### src/rtl/slot_pkg.sv
// Shared types and constants for the slot machine controller.
// The optional buzzer is enabled by defining SLOT_FSM_BUZZER_EN.
package slot_pkg;

  localparam int NUM_DIGITS = 3;
  localparam int DIGIT_W    = 4;
  localparam logic [DIGIT_W-1:0] BLANK_DIGIT = 4'd10;
  localparam int SLOW_DIV   = 4;
  localparam int SLOW_CNT_W = $clog2(SLOW_DIV);

  typedef enum logic [1:0] {
    ST_SET  = 2'd0,
    ST_RUN  = 2'd1,
    ST_STOP = 2'd2,
    ST_WIN  = 2'd3
  } state_t;

  typedef logic [NUM_DIGITS-1:0][DIGIT_W-1:0] digits_t;

  // Raw 4-bit compare: codes 11-15 are matched like any other value.
  function automatic logic all_equal(input digits_t d);
    logic eq;
    eq = 1'b1;
    for (int i = 1; i < NUM_DIGITS; i++) begin
      if (d[i] != d[0]) eq = 1'b0;
    end
    return eq;
  endfunction

endpackage

### src/rtl/slot_fsm_blink.sv
// Blink phase generator: synchronizes blinkClk, detects its rising edges and
// derives a fast phase (every edge) and a slow phase (every SLOW_DIV edges).
module blink_gen
  import slot_pkg::*;
(
  input  logic clk,
  input  logic rst,
  input  logic i_blink,
  input  logic i_clear,
  output logic o_fast,
  output logic o_slow
);

  logic                  r_sync1;
  logic                  r_sync2;
  logic                  r_sync_prev;
  logic                  r_fast;
  logic                  r_slow;
  logic [SLOW_CNT_W-1:0] r_cnt;
  logic                  w_rise;

  assign w_rise = r_sync2 & ~r_sync_prev;

  always_ff @(posedge clk or negedge rst) begin
    if (!rst) begin
      r_sync1     <= 1'b0;
      r_sync2     <= 1'b0;
      r_sync_prev <= 1'b0;
    end else begin
      r_sync1     <= i_blink;
      r_sync2     <= r_sync1;
      r_sync_prev <= r_sync2;
    end
  end

  // Clear has priority so a restart always begins in the "shown" phase.
  always_ff @(posedge clk or negedge rst) begin
    if (!rst) begin
      r_fast <= 1'b0;
      r_slow <= 1'b0;
      r_cnt  <= '0;
    end else if (i_clear) begin
      r_fast <= 1'b0;
      r_slow <= 1'b0;
      r_cnt  <= '0;
    end else if (w_rise) begin
      r_fast <= ~r_fast;
      if (r_cnt == SLOW_CNT_W'(SLOW_DIV - 1)) begin
        r_slow <= ~r_slow;
        r_cnt  <= '0;
      end else begin
        r_cnt <= r_cnt + 1'b1;
      end
    end
  end

  assign o_fast = r_fast;
  assign o_slow = r_slow;

endmodule

### src/rtl/slot_fsm.sv
// Slot machine controller: SET -> RUN -> STOP -> (WIN) with blinking display.
// Define SLOT_FSM_BUZZER_EN to drive the buzzer while in WIN.
module slot_fsm
  import slot_pkg::*;
(
  input  logic                                 clk,
  input  logic                                 rst,
  input  logic                                 button,
  input  logic                                 blinkClk,
  input  logic [NUM_DIGITS-1:0][DIGIT_W-1:0]   slotNums,
  output logic [NUM_DIGITS-1:0][DIGIT_W-1:0]   displayNums,
  output logic                                 slotRunning,
  output logic                                 buzzer
);

  state_t  r_state;
  state_t  w_state_next;
  logic    r_btn_prev;
  logic    w_press;
  logic    w_equal;
  logic    w_fast;
  logic    w_slow;
  logic    w_clear;
  digits_t r_disp;
  digits_t w_disp_next;
  digits_t w_blank;

  genvar gi;
  generate
    for (gi = 0; gi < NUM_DIGITS; gi++) begin : g_blank
      assign w_blank[gi] = BLANK_DIGIT;
    end
  endgenerate

  assign w_press = button & ~r_btn_prev;
  assign w_equal = all_equal(slotNums);

  blink_gen u_blink (
    .clk     (clk),
    .rst     (rst),
    .i_blink (blinkClk),
    .i_clear (w_clear),
    .o_fast  (w_fast),
    .o_slow  (w_slow)
  );

  always_ff @(posedge clk or negedge rst) begin
    if (!rst) begin
      r_state    <= ST_SET;
      r_btn_prev <= 1'b0;
      r_disp     <= '0;
    end else begin
      r_state    <= w_state_next;
      r_btn_prev <= button;
      r_disp     <= w_disp_next;
    end
  end

  // A press always wins over an equality seen in the same STOP cycle.
  always_comb begin
    w_state_next = r_state;
    case (r_state)
      ST_SET:  if (w_press) w_state_next = ST_RUN;
      ST_RUN:  if (w_press) w_state_next = ST_STOP;
      ST_STOP: begin
        if (w_press)      w_state_next = ST_RUN;
        else if (w_equal) w_state_next = ST_WIN;
      end
      ST_WIN:  if (w_press) w_state_next = ST_RUN;
      default: w_state_next = ST_SET;
    endcase
    w_clear = (w_state_next == ST_RUN);
  end

  always_comb begin
    w_disp_next = '0;
    slotRunning = 1'b0;
    case (r_state)
      ST_SET:  w_disp_next = '0;
      ST_RUN: begin
        w_disp_next = slotNums;
        slotRunning = 1'b1;
      end
      ST_STOP: w_disp_next = w_fast ? w_blank : slotNums;
      ST_WIN:  w_disp_next = w_slow ? w_blank : slotNums;
      default: w_disp_next = '0;
    endcase
  end

  assign displayNums = r_disp;

`ifdef SLOT_FSM_BUZZER_EN
  assign buzzer = (r_state == ST_WIN);
`else
  assign buzzer = 1'b0;
`endif

endmodule

### config.mk
export PLATFORM = sky130hd
export DESIGN_NAME = slot_fsm
export DESIGN_NICKNAME = d
export VERILOG_FILES = /design/src/rtl/slot_pkg.sv /design/src/rtl/slot_fsm_blink.sv /design/src/rtl/slot_fsm.sv
export SDC_FILE = /design/constraint.sdc
export NUM_CORES = 1
export LEC_CHECK = 0
export CORE_UTILIZATION = 45
export CTS_CLUSTER_SIZE = 20
export DETAILED_ROUTE_END_ITERATION = 8
export HOLD_SLACK_MARGIN = 0.06
export PLACE_DENSITY = 0.83
export SLEW_MARGIN = 20
export SYNTH_ARGS = -nofsm -noshare
export SYNTH_HDL_FRONTEND = slang
export SYNTH_SLANG_ARGS = --single-unit
### constraint.sdc
create_clock -name clk -period 2.5 [get_ports clk]
set_input_delay 0.5 -clock clk [delete_from_list [all_inputs] [get_ports clk]]
set_output_delay 0.5 -clock clk [all_outputs]
set_load 0.1 [all_outputs]
==> results of run 1 <==
## report_power, final
group	switching, W	total, W	internal [W]
combinational	0.000743	0.00105	0.000307
clock	0.000106	0.000268	0.000162
sequential	0.0000606	0.000518	0.000457
total	0.000909	0.00184	0.000926
## registers in the layout, summed over array words and instances, names as in the netlist
register             count
u_blink.o_slow           1
r_state                  2
u_blink.r_sync1          1
u_blink.r_cnt            2
r_btn_prev               1
displayNums             12
u_blink.r_sync_prev      1
u_blink.o_fast           1
u_blink.r_sync2          1
## kinds of logic (layout without fill, tap and decap cells)
logic type      Yosys count  after routing  share of synthesized area
simple gates             28             28                     0.1597
flops                    22             22                     0.5405
compound gates           20             20                     0.1683
buf+inv                   7             39                    0.02949
fa+ha+maj                 5              5                    0.06143
xor+xnor                  2              2                    0.01720
mux                       2              2                    0.01966
other cells               1              1                   0.003682
## per-stage QoR
step	setup slack [ps]	hold WS (ps)	instances	utilization	cell area [sq um]
detailed placement	531.6	341.1	142	0.6366	1300
floorplan	416.0	204.4	87	-	1018
CTS	483.6	379.9	146	0.6624	1353
global route	352.6	403.4	146	0.6624	1353
global placement	581.1	336.2	142	0.6366	1300
finish	476.6	377.5	146	0.6624	1353
## Yosys cell counts, types with 2 or more instances
| cell | instances | share of area |
|---|---|---|
| dfrtp_1 | 22 | 0.54 |
| a31oi_1 | 4 | 0.025 |
| ha_1 | 5 | 0.061 |
| mux2i_1 | 2 | 0.020 |
| and2_1 | 7 | 0.043 |
| nand2_1 | 2 | 0.0074 |
| o21a_1 | 6 | 0.044 |
| nor2_1 | 5 | 0.018 |
| o21ai_1 | 2 | 0.0098 |
| inv_1 | 5 | 0.018 |
| and3_1 | 4 | 0.025 |
| nor3_1 | 5 | 0.025 |
## worst register-to-register path, delay by kind of cell (launching register included)
family | cells | cell delay [ps]
DFF | 1 | 440
buffers and inverters | 1 | 120
AOI/OAI and AO/OA | 3 | 840
and+or+nand+nor | 1 | 150
adders and majority gates | 1 | 320
## layout by cell type (no fill, tap or decap)
master	instances
a211o_1	1
a221oi_1	1
a221oi_2	1
a31oi_1	4
and2_1	7
and2b_2	1
and3_1	4
buf_4	14
bufinv_16	1
clkbuf_4	3
clkdlybuf4s50_1	15
conb_1	1
dfrtp_1	22
ha_1	5
inv_1	5
inv_2	1
mux2i_1	2
nand2_1	2
nand2b_1	1
nor2_1	5
nor2b_1	1
nor2b_4	1
nor3_1	5
nor3b_1	1
o21a_1	6
o21ai_1	2
o21ba_1	1
o21bai_1	1
o22ai_1	1
o22ai_2	1
o32a_4	1
xnor2_1	1
xor2_1	1
## layer usage
metal	track usage	up-vias	part of all wire
met5	0	-	0
met4	0.1095	0	0.039
met3	0.04938	8	0.059
met2	0.2973	29	0.48
met1	0.2088	339	0.43
li1	-	366	-
## final cells by class
| type | instances | area share |
|---|---|---|
| well taps | 27 | 0.02498 |
| repair buffers | 29 | 0.1887 |
| flip-flops and latches | 22 | 0.4070 |
| inverters | 6 | 0.01665 |
| multi-input cells | 58 | 0.3238 |
| clock buffers | 3 | 0.01665 |
| clock inverters | 1 | 0.02220 |
## worst paths after layout
path | startpoint | endpoint | slack (ps) | depth (start not counted)
max in group asynchronous | rst | displayNums[11] | 1770 | 2
setup reg to reg | r_state[0] | u_blink.o_slow | 550 | 6
hold reg to reg | u_blink.r_sync1 | u_blink.r_sync2 | 380 | 0
setup / recovery | r_state[1] | slotRunning | 480 | 3
hold / removal | u_blink.r_sync1 | u_blink.r_sync2 | 380 | 0
min in group asynchronous | rst | displayNums[8] | 520 | 2
==> impl_results.rst, run 1 <==
.. list-table::
   :header-rows: 1

   * - Metric
     - Value
   * - Run status
     - finished clean
   * - Synthesized area per cell
     - 11.71 sq um
   * - Vias in the first global route
     - 787
   * - Overall die height
     - 49.58 um
   * - PwrDens
     - 1357 mW/mm^2
   * - Bufs and invs on worst path
     - 2
   * - Class of the most critical setup path
     - reg -> out
   * - Number of remaining DRC errors
     - 0
   * - TritonCTS sink count
     - 22
   * - Count of boundary I/O pins
     - 30
   * - Max Transition Viols Final
     - 0
   * - Antenna cells
     - 0
   * - Final weighted congestion of routability-driven global placement
     - 0.8377
   * - Clock tree from TritonCTS
     - built
   * - Synth Register Bits
     - 22
   * - Routed WL
     - 1901 um
   * - Leakage power
     - 0.6580 nW
   * - Library cells used by synthesis
     - 30
   * - Cell Area, Synth
     - 0.001018 sq mm
   * - Clock transition at the registers of the reported paths
     - 120 ps
   * - Pin count of the biggest net entering global routing
     - 23
   * - Number of H-tree levels
     - 1
   * - Syn nets
     - 108
   * - Worst IR drop on VDD
     - 0.7273 mV
   * - Crit path cell chain
     - inv_1 -> ha_1 -> buf_4
   * - Quantity of gates resized following cts
     - 0
   * - Vias after detailed routing
     - 742
   * - YS warnings
     - 0
   * - Path type of the worst min-delay path
     - reg -> reg
   * - Final worst clock skew
     - 2.681 ps
   * - Number of standard-cell rows in the floorplan
     - 16
   * - Final setup viols
     - 0
   * - Area growth from synthesis to layout
     - 32.80%
   * - Setup total negative slack
     - 0 ps
   * - Highest-delay cell along the critical path
     - dfrtp_1
   * - Die outline width
     - 49.58 um
   * - Die footprint
     - 0.002458 sq mm
   * - Library cell used as clock root buffer
     - clkbuf_4
   * - Critical path required time
     - 2000 ps
   * - Number of enable flip-flop cells after synthesis
     - 0
   * - Worst Path Arrival
     - 1520 ps
   * - Setup repair after global routing missed its margin
     - false
   * - First-pass GRT wire length
     - 3236 um
   * - Estimated wirelength of the detail-placed design
     - 1546 um
   * - Cell family with most CP delay
     - flip-flops
   * - Total power after layout
     - 0.001835 W
   * - Multi-input logic area
     - 437.9 sq um
   * - Aggregate global routing overflow
     - 0
   * - Count of TritonRoute iterations in the first routing pass
     - 4
   * - Share of synthesized area occupied by flip-flops and latches
     - 0.5405
   * - Maximum clock insertion buffer count
     - 2
   * - Layout cell share with drive strength beyond 1
     - 0.2017
   * - Number of fill cells
     - 163
   * - Largest incremental delay on the critical path
     - 470 ps
   * - Maxcap violations
     - 0
   * - Initial Utilization
     - 0.4988
   * - Max Fanout on Critical Path
     - 8
   * - Residual antenna-violating net count after detailed routing
     - 0
   * - Antenna violations before repair
     - 0
   * - Critical Path Source Type
     - flop
   * - TritonCTS Buffers
     - 3
   * - Final worst-path cycle share
     - 0.8094
   * - Top achievable clock speed
     - 494.2 MHz
   * - Average vias per placed instance
     - 5.082
   * - Count of nets after finishing
     - 141
   * - Share of flip-flops with an asynchronous set or reset
     - 1.000
   * - Average wire length per cell after detail routing
     - 13.02 um
   * - Synth Flop Type
     - dfrtp_1
   * - CORE AREA
     - 0.002042 sq mm
   * - Clock insertion delay at the later pin of the skew report
     - 300 ps
   * - Shortest clock period the worst path allows after layout
     - 2023 ps
   * - Count of port buffers added during placement
     - 28
   * - Syn Inst Count
     - 87
   * - Hold violation count in the final report
     - 0
   * - Total track usage
     - 0.1812
   * - Detailed router's first-iteration violation count
     - 13
   * - Area used by sequential logic in the layout
     - 550.5 sq um
   * - Number of buffers added to fix hold violations after cts
     - 0
   * - Setup Fix Bufs, Post-CTS
     - 0
   * - Endpoint class of the critical path
     - primary output
(Power assumes the default switching activity.)
==> run 2: changes to the inputs <==
==> constraint.sdc (replaced) <==
create_clock -name clk -period 1.9 [get_ports clk]
set_input_delay 0.38 -clock clk [delete_from_list [all_inputs] [get_ports clk]]
set_output_delay 0.38 -clock clk [all_outputs]
set_load 0.1 [all_outputs]
==> impl_results.rst, run 2 (synthesis gave the netlist of run 1 again) <==
.. list-table::
   :header-rows: 1

   * - Metric
     - Value
   * - Run status
     - finished clean
   * - Antenna cells
     - 0 (unchanged)
   * - Setup total negative slack
     - 0 ps (unchanged)
   * - Number of buffers added to fix hold violations after cts
     - 0 (unchanged)
   * - Worst IR drop on VDD
     - 1.545 mV (+110%)
   * - Reg-to-reg endpoint
     - u_blink.o_slow
   * - Area used by sequential logic in the layout
     - 550.5 sq um (unchanged)
   * - Worst Path Arrival
     - 2020 ps (+500 ps)
   * - Overall die height
     - 49.58 um (unchanged)
   * - First-pass GRT wire length
     - 3263 um (+0.83%)
   * - Most common cell after layout, fill and taps aside
     - dfrtp_1
   * - Multi-input logic area
     - 440.4 sq um (+0.57%)
   * - Leakage power
     - 0.6699 nW (+1.8%)
   * - Maximum clock insertion buffer count
     - 2 (unchanged)
   * - Count of cells along the worst register-to-register path
     - 6 (unchanged)
   * - Critical register-to-register path startpoint
     - r_state[0]
   * - TritonCTS sink count
     - 22 (unchanged)
   * - Die footprint
     - 0.002458 sq mm (unchanged)
   * - Shortest clock period the worst path allows after layout
     - 1794 ps
   * - Estimated wirelength of the detail-placed design
     - 1537 um (-0.60%)
   * - Path type of the worst min-delay path
     - reg -> reg
   * - Highest-delay cell along the critical path
     - dfrtp_1
   * - Count of TritonRoute iterations in the first routing pass
     - 4 (unchanged)
   * - Detailed router's first-iteration violation count
     - 16 (+3)
   * - Max Transition Viols Final
     - 0 (unchanged)
   * - Count of port buffers added during placement
     - 28 (unchanged)
   * - Antenna violations before repair
     - 0 (unchanged)
   * - Core Util, Final
     - 0.6771 (+0.01471)
   * - Crit path cell chain
     - inv_2 -> ha_1 -> nand2b_1 -> a211o_1 -> o32a_4 -> a31oi_1
   * - Area growth from synthesis to layout
     - 35.75%
   * - Total track usage
     - 0.1806 (-0.0005398)
   * - Number of cells on the worst hold path
     - 0 (unchanged)
   * - Average wire length per cell after detail routing
     - 13.06 um (+0.31%)
   * - Library cell used as clock root buffer
     - clkbuf_4
   * - Clock insertion delay at the later pin of the skew report
     - 300 ps (about the same)
   * - Largest incremental delay on the critical path
     - 390 ps (-80 ps)
   * - Die outline width
     - 49.58 um (unchanged)
   * - PwrDens
     - 1787 mW/mm^2 (+32%)
   * - Final setup viols
     - 0 (unchanged)
   * - Number of H-tree levels
     - 1 (unchanged)
   * - Clock tree from TritonCTS
     - built
   * - TritonCTS Buffers
     - 3 (unchanged)
   * - Number of flip-flops under the largest register name
     - 12 (unchanged)
   * - Start point of the critical path
     - r_state[0]
   * - Initial Utilization
     - 0.4988 (unchanged)
   * - Vias in the first global route
     - 810 (+2.9%)
   * - Final worst clock skew
     - 10.10 ps (+7.417 ps)
   * - Final worst-path cycle share
     - 0.9440
   * - Hold Startpoint
     - u_blink.r_sync1
   * - Average vias per placed instance
     - 5.236 (+3.0%)
   * - Number of fill cells
     - 160 (-1.8%)
   * - Layout cell share with drive strength beyond 1
     - 0.2314 (+0.02972)
   * - CORE AREA
     - 0.002042 sq mm (unchanged)
   * - Setup repair after global routing missed its margin
     - false
   * - Top achievable clock speed
     - 557.5 MHz
   * - Class of the most critical setup path
     - reg -> reg
   * - Endpoint class of the critical path
     - flop
   * - Endpoint with the worst hold slack
     - u_blink.r_sync2
   * - Hold violation count in the final report
     - 0 (unchanged)
   * - Critical Path Source Type
     - flop
   * - Residual antenna-violating net count after detailed routing
     - 0 (unchanged)
   * - Vias after detailed routing
     - 775 (+4.4%)
   * - Clock transition at the registers of the reported paths
     - 120 ps (about the same)
   * - Count of boundary I/O pins
     - 30 (unchanged)
   * - Number of remaining DRC errors
     - 0 (unchanged)
   * - Aggregate global routing overflow
     - 0 (unchanged)
   * - Number of standard-cell rows in the floorplan
     - 16 (unchanged)
   * - Count of nets after finishing
     - 143 (+1.4%)
   * - Setup slack of the worst register-to-register path
     - 110 ps (-440 ps)
   * - Pin count of the biggest net entering global routing
     - 23 (unchanged)
   * - Maxcap violations
     - 0 (unchanged)
   * - Critical path required time
     - 2120 ps (+120 ps)
   * - Top library cells by usage in the layout, fill and taps aside
     - 22 x dfrtp_1, 15 x clkdlybuf4s50_1, 15 x buf_4, 7 x and2_1, 6 x o21a_1
   * - Max Fanout on Critical Path
     - 5 (-3)
   * - Final weighted congestion of routability-driven global placement
     - 0.8703 (+3.9%)
   * - Routed WL
     - 1933 um (+1.7%)
==> run 2: per-layer routing <==
metal / part of all wire / vias up / global-route usage
met2: 0.48 / 33 / 0.3086
met3: 0.058 / 8 / 0.03704
met4: 0.034 / 0 / 0.1095
met1: 0.43 / 360 / 0.2052
li1: - / 374 / -
met5: 0 / - / 0
==> run 2: how the worst max path moves through the flow <==
stage	end	slack [ps]
finish	u_blink.o_slow	110
global route	u_blink.o_slow	10
CTS	u_blink.o_slow	90
detailed placement	u_blink.r_cnt[1]	40
global placement	u_blink.r_cnt[1]	100
floorplan	u_blink.o_fast	160
==> run 2: report_power, final <==
group          internal, W  total, W  switching (W)  leakage [nW]
logic             0.000454   0.00146        0.00100         0.354
clock network     0.000213  0.000347       0.000133        0.0279
registers         0.000602  0.000669      0.0000676         0.288
==> run 2: what timing repair did <==
action                     CTS  global route
hold endpoints to repair     0             0
setup buffers                0             0
setup endpoints to repair    0             2
resized for setup            0             1
==> run 2: critical path: cells and delay by family (launching register included) <==
family | cells | cell delay [ps]
buffers and inverters | 1 | 60
flip-flops | 1 | 390
AO/OA/AOI/OAI | 3 | 800
adder cells (fa/ha/maj) | 1 | 310
AND/OR/NAND/NOR | 1 | 160
==> run 2: through the flow <==
stage	total power, W	setup WS, ps	instances	hold WS [ps]	instance area, sq um
6_report	0.002471	106.4	148	373.2	1383
5_1_grt	0.002594	11.90	148	387.0	1383
4_1_cts	0.002480	88.61	148	382.4	1383
3_5_place_dp	0.002128	42.87	144	348.9	1330
3_3_place_gp	0.002087	99.97	144	336.5	1330
2_1_floorplan	0.001769	164.9	87	84.41	1021
==> run 2: layout make-up <==
type                       count  area share
multi-input combinational     58      0.3186
clock inverter                 1     0.02172
timing repair buffer          31      0.2045
clock buffer                   3     0.01629
tap                           27     0.02443
inverter                       6     0.01629
sequential                    22      0.3982
